[config.mk]
export PLATFORM = sky130hd
export DESIGN_NAME = alu_sequencer
export DESIGN_NICKNAME = d
export VERILOG_FILES = /design/src/rtl/alu_pkg.sv /design/src/rtl/alu.sv /design/src/rtl/alu_sequencer.sv
export SDC_FILE = /design/constraint.sdc
export NUM_CORES = 1
export LEC_CHECK = 0
export ABC_CLOCK_PERIOD_IN_PS = 3200
export BUFFER_PORTS_ARGS = -buffer_cell sky130_fd_sc_hd__clkbuf_2
export CAP_MARGIN = 20
export CORE_MARGIN = 8
export CORE_UTILIZATION = 58
export CTS_BUF_LIST = sky130_fd_sc_hd__clkbuf_8
export CTS_CLUSTER_DIAMETER = 200
export DETAILED_ROUTE_END_ITERATION = 7
export HOLD_SLACK_MARGIN = 0.02
export PLACE_DENSITY = 0.83
export SYNTH_ARGS = -nofsm -noshare
export SYNTH_HDL_FRONTEND = slang
export SYNTH_SLANG_ARGS = --single-unit
export TNS_END_PERCENT = 100
[constraint.sdc]
create_clock -name clk -period 3.2 [get_ports clk]
set_clock_uncertainty 0.2 [all_clocks]
set_input_delay 0.8 -clock clk [delete_from_list [all_inputs] [get_ports clk]]
set_output_delay 0.8 -clock clk [all_outputs]
set_load 0.01 [all_outputs]
[src/rtl/alu_pkg.sv]
// Shared definitions for the 8-bit ALU and its sequencer front-end.
// Holds the opcode encodings, the legal-opcode check and the sequencer FSM states.
package alu_pkg;

    localparam logic [3:0] ALU_ADD = 4'h0;
    localparam logic [3:0] ALU_SUB = 4'h1;
    localparam logic [3:0] ALU_AND = 4'h4;
    localparam logic [3:0] ALU_OR  = 4'h5;
    localparam logic [3:0] ALU_XOR = 4'h6;

    typedef enum logic [1:0] {
        ST_IDLE = 2'd0,
        ST_EXEC = 2'd1,
        ST_RESP = 2'd2
    } seq_state_e;

    function automatic logic is_legal_op(input logic [3:0] op);
        return (op == ALU_ADD) || (op == ALU_SUB) || (op == ALU_AND) ||
               (op == ALU_OR)  || (op == ALU_XOR);
    endfunction

endpackage

[src/rtl/alu.sv]
// Combinational 8-bit ALU.
// flags_out = {flags_in[7:4], N, V, C, Z}; C is carry for ADD and borrow for SUB.
// Unsupported opcodes return result 0 and pass flags_in straight through.
module alu
    import alu_pkg::*;
(
    input  logic [7:0] a,
    input  logic [7:0] b,
    input  logic [3:0] op,
    input  logic [7:0] flags_in,
    output logic [7:0] result,
    output logic [7:0] flags_out
);

    logic [8:0] wide;
    logic       c;
    logic       v;

    // Result and flag computation for each opcode
    always_comb begin
        wide      = 9'd0;
        c         = 1'b0;
        v         = 1'b0;
        result    = 8'h00;
        flags_out = flags_in;
        case (op)
            ALU_ADD: begin
                wide   = {1'b0, a} + {1'b0, b};
                result = wide[7:0];
                c      = wide[8];
                v      = (a[7] == b[7]) && (result[7] != a[7]);
            end
            ALU_SUB: begin
                wide   = {1'b0, a} - {1'b0, b};
                result = wide[7:0];
                c      = wide[8];
                v      = (a[7] != b[7]) && (result[7] != a[7]);
            end
            ALU_AND: result = a & b;
            ALU_OR:  result = a | b;
            ALU_XOR: result = a ^ b;
            default: result = 8'h00;
        endcase
        if (is_legal_op(op)) begin
            flags_out = {flags_in[7:4], result[7], v, c, (result == 8'h00)};
        end
    end

endmodule

[src/rtl/alu_sequencer.sv]
// Sequential front-end for the combinational alu: one request in, one response out.
// Handshakes: a transfer happens on a rising edge where valid and ready are both 1;
// valid may not depend on ready, and the response is held stable until accepted.
// Optional feature macro ALU_SEQ_CHAIN_EN adds req_chain and a last-result register
// that can replace operand A.
module alu_sequencer
    import alu_pkg::*;
(
    input  logic       clk,
    input  logic       rst_n,
    input  logic       req_valid,
    output logic       req_ready,
    input  logic [3:0] req_op,
    input  logic [7:0] req_a,
    input  logic [7:0] req_b,
`ifdef ALU_SEQ_CHAIN_EN
    input  logic       req_chain,
`endif
    output logic       rsp_valid,
    input  logic       rsp_ready,
    output logic [7:0] rsp_result,
    output logic [7:0] rsp_flags,
    output logic       rsp_err,
    output logic [7:0] flags_q,
    output logic [1:0] dbg_state
);

    seq_state_e state_q, state_d;
    logic [3:0] op_q, op_d;
    logic [7:0] a_q, a_d;
    logic [7:0] b_q, b_d;
    logic [7:0] rsp_result_q, rsp_result_d;
    logic [7:0] rsp_flags_q, rsp_flags_d;
    logic       rsp_err_q, rsp_err_d;
    logic [7:0] flags_d;
    logic [7:0] alu_result;
    logic [7:0] alu_flags;
`ifdef ALU_SEQ_CHAIN_EN
    logic [7:0] last_q, last_d;
`endif

    alu u_alu (
        .a         (a_q),
        .b         (b_q),
        .op        (op_q),
        .flags_in  (flags_q),
        .result    (alu_result),
        .flags_out (alu_flags)
    );

    // Next-state, operand latching and response capture
    always_comb begin
        state_d      = state_q;
        op_d         = op_q;
        a_d          = a_q;
        b_d          = b_q;
        rsp_result_d = rsp_result_q;
        rsp_flags_d  = rsp_flags_q;
        rsp_err_d    = rsp_err_q;
        flags_d      = flags_q;
`ifdef ALU_SEQ_CHAIN_EN
        last_d       = last_q;
`endif
        case (state_q)
            ST_IDLE: begin
                if (req_valid) begin
                    op_d    = req_op;
                    a_d     = req_a;
                    b_d     = req_b;
`ifdef ALU_SEQ_CHAIN_EN
                    if (req_chain) a_d = last_q;
`endif
                    state_d = ST_EXEC;
                end
            end
            ST_EXEC: begin
                state_d = ST_RESP;
                if (is_legal_op(op_q)) begin
                    rsp_result_d = alu_result;
                    rsp_flags_d  = alu_flags;
                    rsp_err_d    = 1'b0;
                    flags_d      = alu_flags;
`ifdef ALU_SEQ_CHAIN_EN
                    last_d       = alu_result;
`endif
                end else begin
                    // Illegal op: the ALU output is ignored and flags are left alone
                    rsp_result_d = 8'h00;
                    rsp_flags_d  = flags_q;
                    rsp_err_d    = 1'b1;
                end
            end
            ST_RESP: begin
                if (rsp_ready) state_d = ST_IDLE;
            end
            default: state_d = ST_IDLE;
        endcase
    end

    // State and datapath registers, cleared asynchronously
    always_ff @(posedge clk or negedge rst_n) begin
        if (!rst_n) begin
            state_q      <= ST_IDLE;
            op_q         <= 4'h0;
            a_q          <= 8'h00;
            b_q          <= 8'h00;
            rsp_result_q <= 8'h00;
            rsp_flags_q  <= 8'h00;
            rsp_err_q    <= 1'b0;
            flags_q      <= 8'h00;
`ifdef ALU_SEQ_CHAIN_EN
            last_q       <= 8'h00;
`endif
        end else begin
            state_q      <= state_d;
            op_q         <= op_d;
            a_q          <= a_d;
            b_q          <= b_d;
            rsp_result_q <= rsp_result_d;
            rsp_flags_q  <= rsp_flags_d;
            rsp_err_q    <= rsp_err_d;
            flags_q      <= flags_d;
`ifdef ALU_SEQ_CHAIN_EN
            last_q       <= last_d;
`endif
        end
    end

    assign req_ready  = (state_q == ST_IDLE);
    assign rsp_valid  = (state_q == ST_RESP);
    assign rsp_result = rsp_result_q;
    assign rsp_flags  = rsp_flags_q;
    assign rsp_err    = rsp_err_q;
    assign dbg_state  = state_q;

endmodule
== Yosys cells after proc, flatten, opt, wreduce, memory -nomap -nowiden ==
Cells that the tools add are included.

* Input port bits: 24
* Word-level logic and storage cells: 45
* Register bits: 35
* Output and inout port bits: 29

* Add/sub/neg operators: 2
* Reduce and logical (&&, ||, !) cells: 12
* Bitwise gates (word level): 3
* Equal/unequal tests: 12
* Multiplexer cells: 9

{| class="wikitable"
|+ Operators by type and width
! cell !! count
|-
| $pmux 8 s5 || 1
|-
| $eq 4x3->1 const B || 3
|-
| $add 8x8->9 || 1
|-
| $sub 8x8->9 || 1
|-
| $and 8x8->8 || 1
|-
| $logic_not 8->1 || 1
|-
| $mux 8 || 1
|-
| $or 8x8->8 || 1
|-
| $xor 8x8->8 || 1
|-
| $pmux 2 s3 || 1
|-
| $reduce_and 2->1 || 3
|-
| $eq 4x1->1 const B || 1
|-
| $logic_not 4->1 || 1
|-
| $logic_or 1x1->1 || 4
|-
| $mux 2 || 2
|-
| $mux 4 || 1
|-
| $pmux 1 s2 || 2
|-
| $ne 1x1->1 || 3
|-
| $eq 2x1->1 const B || 1
|-
| $eq 2x2->1 const B || 1
|-
| $logic_and 1x1->1 || 2
|-
| $logic_not 2->1 || 1
|-
| $ne 2x1->1 const B || 1
|-
| $ne 2x2->1 const B || 1
|-
| other kinds (2) || 2
|}

== Longest topological paths before layout ==
Gate-level depths: netlist (run 1).

* Depth after elaboration: 6
* Gate-level depth with buffers: 11
* Mapped depth without buffers: 11

== Modules after synthesis ==
A second synthesis (run 1) with hierarchy kept.

* Cell total of the unflattened synthesis: 294
* Area total of the unflattened synthesis: 2864.0 µm²

{| class="wikitable"
|+ Modules (own cells, without submodules)
! module !! cells each !! area each (µm²) !! seq. area each (µm²) !! times used
|-
| alu_sequencer || 97 || 1516.5 || 975.9 || 1
|-
| alu || 197 || 1347.5 || 0.0 || 1
|}

== Least setup slack after synthesis (run 1) ==
Ideal clock, no wire load.

* Path type: register -> register
* From: reg a_q[0]
* To: reg rsp_flags_q[0] (netlist: rsp_flags[0])
* Path slack: 0.515 ns
* Stages on the path, launching flop included: 12
* Data required time: 2.905 ns
* Period minus slack after synthesis: 2.685 ns
* Path buffers: 0
* Setup time: 0.095 ns
* Arrival time: 2.389 ns
* Path through: dfrtp_1 inv_1 ha_1 inv_1 fa_1 nor3b_2 or3_4 a221oi_4 nor2_2 a221oi_2 nand3_1 o32ai_2

* Cells in the longest elaborated chain, start to end: 4
* Elaborated cells between the ends (all ways): 8
* Classes of those cells: add/sub (2); mux (2); bitwise (3); reduce/logical (1)

{| class="wikitable"
|+ Ends and longest elaborated chain
! element !! RTL line !! source
|-
| start, declared || alu_sequencer.sv:30 || <nowiki>logic [7:0] a_q, a_d;</nowiki>
|-
| start signal, assigned || alu_sequencer.sv:105 || <nowiki>a_q <= 8'h00;</nowiki>
|-
| start signal, assigned || alu_sequencer.sv:117 || <nowiki>a_q <= a_d;</nowiki>
|-
| $sub 8x8->9, or another cell as far along || alu.sv:34 || <nowiki>wide = {1'b0, a} - {1'b0, b};</nowiki>
|-
| $pmux 8 s5 * || alu.sv:26 || <nowiki>case (op)</nowiki>
|-
| $logic_not 8->1 * || alu.sv:45 || <nowiki>flags_out = {flags_in[7:4], result[7], v, c, (result == 8'h00)};</nowiki>
|-
| $mux 4 * || -- ||
|-
| end signal, assigned || alu_sequencer.sv:120 || <nowiki>rsp_flags_q <= rsp_flags_d;</nowiki>
|-
| end, declared || alu_sequencer.sv:33 || <nowiki>logic [7:0] rsp_flags_q, rsp_flags_d;</nowiki>
|}

Every way passes the cells marked *; elsewhere a longest branch is shown, timed or not. The select of a mux whose other input is x is not followed.
A chain may end at the register's enable or synchronous reset.

== Worst setup path after layout (run 1) ==
Same ends and word-level chain as after synthesis.

==> results of run 1 <==
how the worst min path moves through the flow:
stage               cells after the start  slack (ps)       endpoint          start
finish                                  2         280  rsp_result[6]  rsp_result[6]
global route                            2         300  rsp_result[6]  rsp_result[6]
CTS                                     2         290  rsp_result[6]  rsp_result[6]
detailed placement                      2         270  rsp_result[6]  rsp_result[6]
global placement                        2         270  rsp_result[5]  rsp_result[5]
floorplan                               0         300         a_q[0]          rst_n
where the power goes:
group / internal, mW / switching [mW] / leakage, nW
registers: 0.648 / 0.207 / 0.436
clock network: 0.149 / 0.160 / 0.0453
logic: 0.925 / 1.40 / 0.917
total: 1.72 / 1.77 / 1.40
registers in the layout (all words and copies together) (netlist names):
name and count:
a_q 8, b_q 8, rsp_result 8, op_q 4
rsp_flags 4, dbg_state 2, rsp_err 1
final cells by class:
class                           count  area, sq um  share of cell area
Multi-Input combinational cell    232         1570               0.530
Sequential cell                    35          876               0.296
Inverter                           28          105              0.0355
Clock inverter                      3         16.3             0.00550
Clock buffer                        5         68.8              0.0233
Timing Repair Buffer               49          258              0.0871
Tap cell                           54         67.6              0.0228
routing by layer:
metal / GRT usage / vias to the layer above / share of wire
met1: 0.212 / 1069 / 0.41
met3: 0.0503 / 11 / 0.079
li1: - / 1150 / -
met5: 0 / - / 0
met4: 0.0880 / 0 / 0.015
met2: 0.297 / 78 / 0.50
through the flow:
step	power (mW)	hold WS (ps)	setup WS [ps]	area, sq um
detailed placement	3.17	271	295	2870
global route	3.82	300	53.7	2960
global placement	3.10	272	390	2870
finish	3.49	280	240	2960
CTS	3.49	286	268	2960
floorplan	2.64	304	515	2740
kinds of logic (layout without fill, tap and decap cells):
family / after synthesis / after routing
mux: 6 / 6
simple gates: 92 / 92
buf+inv: 57 / 85
fa+ha+maj: 27 / 27
compound gates: 96 / 96
other cells: 1 / 8
flops: 35 / 35
xor+xnor: 3 / 3
worst max-delay path, cell delays in order, from the launching register on:
cell,delay (ps)
dfrtp_1,390
inv_1,100
ha_1,180
inv_1,60
fa_1,360
nor3b_2,180
or3_4,400
a221oi_4,290
nor2_2,80
a221oi_2,210
nand3_1,130
o32ai_2,280
placed cells by master, fill, tap and decap left out, types with 6 or more instances in the layout:
cell and instances:
clkbuf_2 44, dfrtp_1 35, nand2_1 32, o21ai_0 31, inv_1 28, ha_1 25, nor2_1 23, a21oi_1 16
conb_1 8, nor3_1 6
==> summary.txt, run 1 <==
STA
  • Final Setup Violations: 0
  • Slew Limit Fails: 0
  • Min cycle time layout: 2960 ps
  • RSZ-0062 raised after global routing: false
  • Max-slew headroom: 0.431
  • Endpoints failing hold: 0
  • Worst-margin pin slew: 853 ps
  • Setup TNS: 0 ps
  • Fin crit share: 0.925
  • Max Fclk: 338 MHz

Floorplan
  • Die Y: 84.4 microns
  • Placement Rows: 25
  • Initial Util: 0.589
  • Core area: 4600 sq um
  • Die Width: 84.4 microns
  • Die area: 7120 sq um
  • Ports: 53

Flow run
  • Max-Cap Viols: 0

Synth
  • Synth Cell Area: 2710 sq um
  • FF+latch count, synth: 35
  • Yosys cell types: 55
  • Ranking of synthesized cells by area: dfrtp_1 (32%), ha_1 (12%), o21ai_0 (5.7%), nand2_1 (4.4%), inv_1 (3.7%)
  • Syn Area/Cell: 8.55 sq um
  • Largest family of logic cells by synthesized area: compound AO/OA/AOI/OAI gates
  • Synth Area in Adders: 0.130
  • Synth Flop Type: dfrtp_1
  • Simple-gate portion of the synthesized area: 0.169
  • Synth cell count leaders: dfrtp_1 (35), nand2_1 (32), o21ai_0 (31)
  • EDFF count, synth: 0
  • Leading cell type by number of instances after synthesis: dfrtp_1
  • Yosys Warn Count: 0
  • XOR/XNOR Fraction of Synth Area: 0.00970
  • Synth Area in Compound Gates: 0.235
  • Top-area cell type share of the netlist area: 0.323
  • Seq/Total Area, Yosys: 0.323
  • Cells after Synth: 317
  • Post-synth ARST share: 1.00
  • Mux share of post-synthesis cell area: 0.0240
  • Post-synth top area cell: dfrtp_1

Critical path
  • Data arrival time of the worst path: 2950 ps
  • Crit-path max FO: 3
  • Crit Reg-Reg Endpoint: rsp_flags[0]
  • WP data required: ~3200 ps
  • Kind of critical path: flip-flop to flip-flop
  • Cells on worst reg2reg path: 11
  • Startpoint types: flip-flop
  • Setup crit end: rsp_flags[0]
  • Worst Setup End Kind: flip-flop
  • Reg2Reg Setup Slack: between 200 and 250 ps
  • Critical Path Start: a_q[0]
  • Worst reg2reg startpoint: a_q[0]

Status
  • Run status: complete, no violations

Global routing
  • Tot GR Track Use: 0.181
  • Initial antenna violation count: 0
  • Grt ovf: 0
  • Largest net degree at the start of global routing: 36
  • Vias in the first global route: 2345
  • Global-route wire length before repair: 10600 microns

Clock tree
  • Post-CTS resize count: 0
  • Largest buffer count on any clock path: 2
  • CTS H-tree depth: 2
  • Clk pin slew, worst setup/hold paths: 70 ps
  • Clock root buffer: clkbuf_8
  • # clock sinks: 35
  • Post-CTS Setup Repair Bufs: 0
  • Cts hold-fix bufs: 0
  • Total CTS buffers: 5
  • CTS tree: built
  • Clock latency at the later pin of the worst-skew pair: 290 ps

Final layout
  • Post-layout util: 0.644
  • Number of diodes: 0
  • FILL cells: 407
  • Area Overhead vs Synth: 9.19%
  • Nets: 402
  • Final cell count without fillers: 406
  • Layout cells sized above 1: 0.196

Power and ir drop
  • Leakage power: 1.40 nW
  • Pwr Density: approximately 1200 nW/um^2
  • IR drop worst, VDD: 0.515 mV

Placed design
  • DP Wirelength: approximately 5000 microns
  • Final RePlAce weighted congestion: 0.968
  • Buffers on Ports: 44
  • Placed cells: 398

Route
  • Remaining DRCs: 0
  • Routed vias/inst: 5.68
  • Routed WL: 6330 microns
  • Via count: 2308
  • Iter 0 DRT Violations: 162
  • Routed WL per cell: 15.6 microns
  • Router iterations before antenna repair: 4
  • Antenna Nets Post-Route: 0

Worst hold path
  • Min-delay worst type: flip-flop to flip-flop
Power figures use the tool's default switching activity.
==> inputs of run 2 (changes only) <==
--- a/config.mk
+++ b/config.mk
@@ -5,6 +5,7 @@
 export SDC_FILE = /design/constraint.sdc
 export NUM_CORES = 1
 export LEC_CHECK = 0
+export ABC_AREA = 1
 export ABC_CLOCK_PERIOD_IN_PS = 3200
 export BUFFER_PORTS_ARGS = -buffer_cell sky130_fd_sc_hd__clkbuf_2
 export CAP_MARGIN = 20
@@ -12,6 +13,7 @@
 export CORE_UTILIZATION = 58
 export CTS_BUF_LIST = sky130_fd_sc_hd__clkbuf_8
 export CTS_CLUSTER_DIAMETER = 200
+export CTS_CLUSTER_SIZE = 10
 export DETAILED_ROUTE_END_ITERATION = 7
 export HOLD_SLACK_MARGIN = 0.02
 export PLACE_DENSITY = 0.83
==> run 2 against run 1 <==
  * Cell area about the same
  * Hold slack improved by 4.6 ps
  * Sequential power fell by 8.5%
  * Non-clock buffer count down 4
  * Maximum frequency increased by 29%
  * Critical endpoint unchanged
  * Largest cell class unchanged
==> summary.txt, run 2 <==
Flow run
  • Max-Cap Viols: 0

Floorplan
  • Die Y: 84.2 microns
  • Die Width: 84.2 microns
  • Ports: 53
  • Placement Rows: 25
  • Core area: 4600 sq um
  • Initial Util: 0.586
  • Die area: 7080 sq um

Power and ir drop
  • Pint: roughly 1.5 mW
  • IR drop worst, VDD: 0.514 mV
  • Clock power frac: 0.101
  • Switching portion of total power: 0.534
  • Logic gate share of total power: 0.655
  • Leakage power: 1.65 nW
  • Pwr Density: about 1100 nW/um^2
  • Sequential power share: 0.244
  • Switching Power: 1.71 mW

Synth
  • Cells after Synth: 381
  • Yosys Warn Count: 0
  • Post-synth ARST share: 1.00
  • Ranking of synthesized cells by area: dfrtp_1 (32%), nand2_1 (15%), ha_1 (12%), inv_1 (6.4%), nand3_1 (6.1%)
  • Synth cell count leaders: nand2_1 (108), inv_1 (46), dfrtp_1 (35)
  • Synth Flop Type: dfrtp_1
  • Syn Area/Cell: 7.07 sq um
  • Top-area cell type share of the netlist area: 0.325
  • Leading cell type by number of instances after synthesis: nand2_1
  • EDFF count, synth: 0
  • Post-synth top area cell: dfrtp_1
  • FF+latch count, synth: 35
  • Synth Cell Area: about 2700 sq um
  • Seq/Total Area, Yosys: 0.325
  • Yosys cell types: 31

STA
  • RSZ-0062 raised after global routing: false
  • Fin crit share: 0.720
  • Max Fclk: 434 MHz
  • Max-slew headroom: 0.415
  • Setup TNS: 0 ps
  • Worst-margin pin slew: 877 ps
  • Endpoints failing hold: 0
  • Min cycle time layout: 2300 ps
  • Final Setup Violations: 0
  • Slew Limit Fails: 0

Route
  • Via count: ~2400
  • Antenna Nets Post-Route: 0
  • Remaining DRCs: 0
  • Routed WL per cell: 13.6 microns
  • Iter 0 DRT Violations: about 190
  • Router iterations before antenna repair: 6
  • Routed vias/inst: between 5 and 6
  • Routed WL: 6440 microns

Clock tree
  • Largest buffer count on any clock path: 2
  • CTS H-tree depth: 2
  • Cts hold-fix bufs: 0
  • Total CTS buffers: 5
  • CTS tree: built
  • # clock sinks: 35
  • Clock root buffer: clkbuf_8
  • Post-CTS resize count: 0
  • Clk pin slew, worst setup/hold paths: 80 ps
  • Clock latency at the later pin of the worst-skew pair: 300 ps
  • Post-CTS Setup Repair Bufs: 0

Critical path
  • CP peak stage delay: around 420 ps
  • Critical path buffer and inverter count: 2
  • Worst Setup End Kind: flip-flop
  • Critical-path cell list: inv_1, ha_1, inv_1, fa_1, xnor2_1, nand2_1, nand2_1, nor2_1, nand3_1, nor2_1, nand2_1, nor2_1, nand3_1, nand2_1
  • Data arrival time of the worst path: 2350 ps
  • Most frequent CP cell: nand2_1
  • WP data required: 3240 ps
  • Crit-path max FO: 3
  • Max stage delay cell, worst path: fa_1
  • Kind of critical path: flip-flop to flip-flop
  • Reg2Reg Setup Slack: 900 ps
  • Startpoint types: flip-flop
  • Largest delay contributor family on the critical path: simple AND/OR/NAND/NOR gates

Status
  • Run status: complete, no violations

Final layout
  • Most common cell after layout, fill and taps aside: nand2_1
  • Number of diodes: 0
  • Most frequent cells in the layout: nand2_1 (108), inv_1 (46), clkbuf_2 (44), dfrtp_1 (35), nand3_1 (33)
  • Post-layout util: 0.644
  • Nets: 470
  • FILL cells: between 400 and 500
  • Layout cells sized above 1: 0.181
  • Final cell count without fillers: 474
  • Area Overhead vs Synth: 9.89%

Placed design
  • Final RePlAce weighted congestion: 0.894
  • DP Wirelength: a little over 5000 microns
  • Buffers on Ports: 44
  • Placed cells: 466

Global routing
  • Tot GR Track Use: 0.186
  • Vias in the first global route: 2419
  • Grt ovf: 0
  • Initial antenna violation count: 0
  • Largest net degree at the start of global routing: 42
  • Global-route wire length before repair: approximately 11000 microns

Worst hold path
  • Min-delay worst type: flip-flop to flip-flop
[run 2: per-stage QoR]
step	hold slack [ps]	power [mW]	setup slack [ps]	area [sq um]
floorplan	304	2.40	1200	2720
global placement	261	2.84	943	2870
detailed placement	266	2.87	901	2870
CTS	287	3.21	882	2960
global route	301	3.55	698	2960
finish	284	3.21	897	2960
[run 2: worst paths after layout]
kind	to	start	depth (start not counted)
worst max-delay path	rsp_flags[0]	a_q[0]	14
worst max register to register	rsp_flags[0]	a_q[0]	14
min in group asynchronous	rsp_result[7]	rst_n	1
worst min register to register	rsp_result[3]	rsp_result[3]	2
worst min-delay path	rsp_result[3]	rsp_result[3]	2
max in group asynchronous	op_q[2]	rst_n	1
[run 2: cell families after synthesis]
logic type	after synthesis	synth area share
buffers and inverters	75	0.129
other	1	0.00139
adder cells (fa/ha/maj)	27	0.131
XOR/XNOR	3	0.00975
flip-flops	35	0.325
AND/OR/NAND/NOR	190	0.302
AO/OA/AOI/OAI	50	0.102
[run 2: worst register-to-register path, cell delays in order, from the launching register on]
cell and delay, ps:
dfrtp_1 380, inv_1 100, ha_1 160, inv_1 80, fa_1 420, xnor2_1 150, nand2_1 70, nand2_1 50
nor2_1 140, nand3_1 90, nor2_1 120, nand2_1 70, nor2_1 90, nand3_1 70, nand2_1 60
[run 2: power by group through the flow]
| stage | Combinational (mW) | Sequential, mW | Clock [mW] |
|---|---|---|---|
| 3_3_place_gp | 2.06 | 0.777 | 0 |
| 6_report | 2.10 | 0.783 | 0.325 |
| 5_1_grt | 2.39 | 0.810 | 0.354 |
| 3_5_place_dp | 2.08 | 0.794 | 0 |
| 2_1_floorplan | 1.60 | 0.796 | 0 |
| 4_1_cts | 2.09 | 0.786 | 0.332 |
[run 2: per-layer routing]
metal | global-route usage | share of wire | up-vias
met2 | 0.310 | 0.48 | 70
met1 | 0.226 | 0.45 | 1120
met4 | 0.0644 | 0.017 | 0
met3 | 0.0484 | 0.055 | 9
li1 | - | - | 1249
met5 | 0 | 0 | -
[run 2: final cells by class]
class	instances	area (sq um)	area share
Clock buffer	5	68.8	0.0232
Inverter	54	203	0.0684
Tap cell	54	67.6	0.0228
Sequential cell	35	876	0.296
Multi-Input combinational cell	278	1500	0.506
Clock inverter	3	20.0	0.00676
Timing Repair Buffer	45	228	0.0769
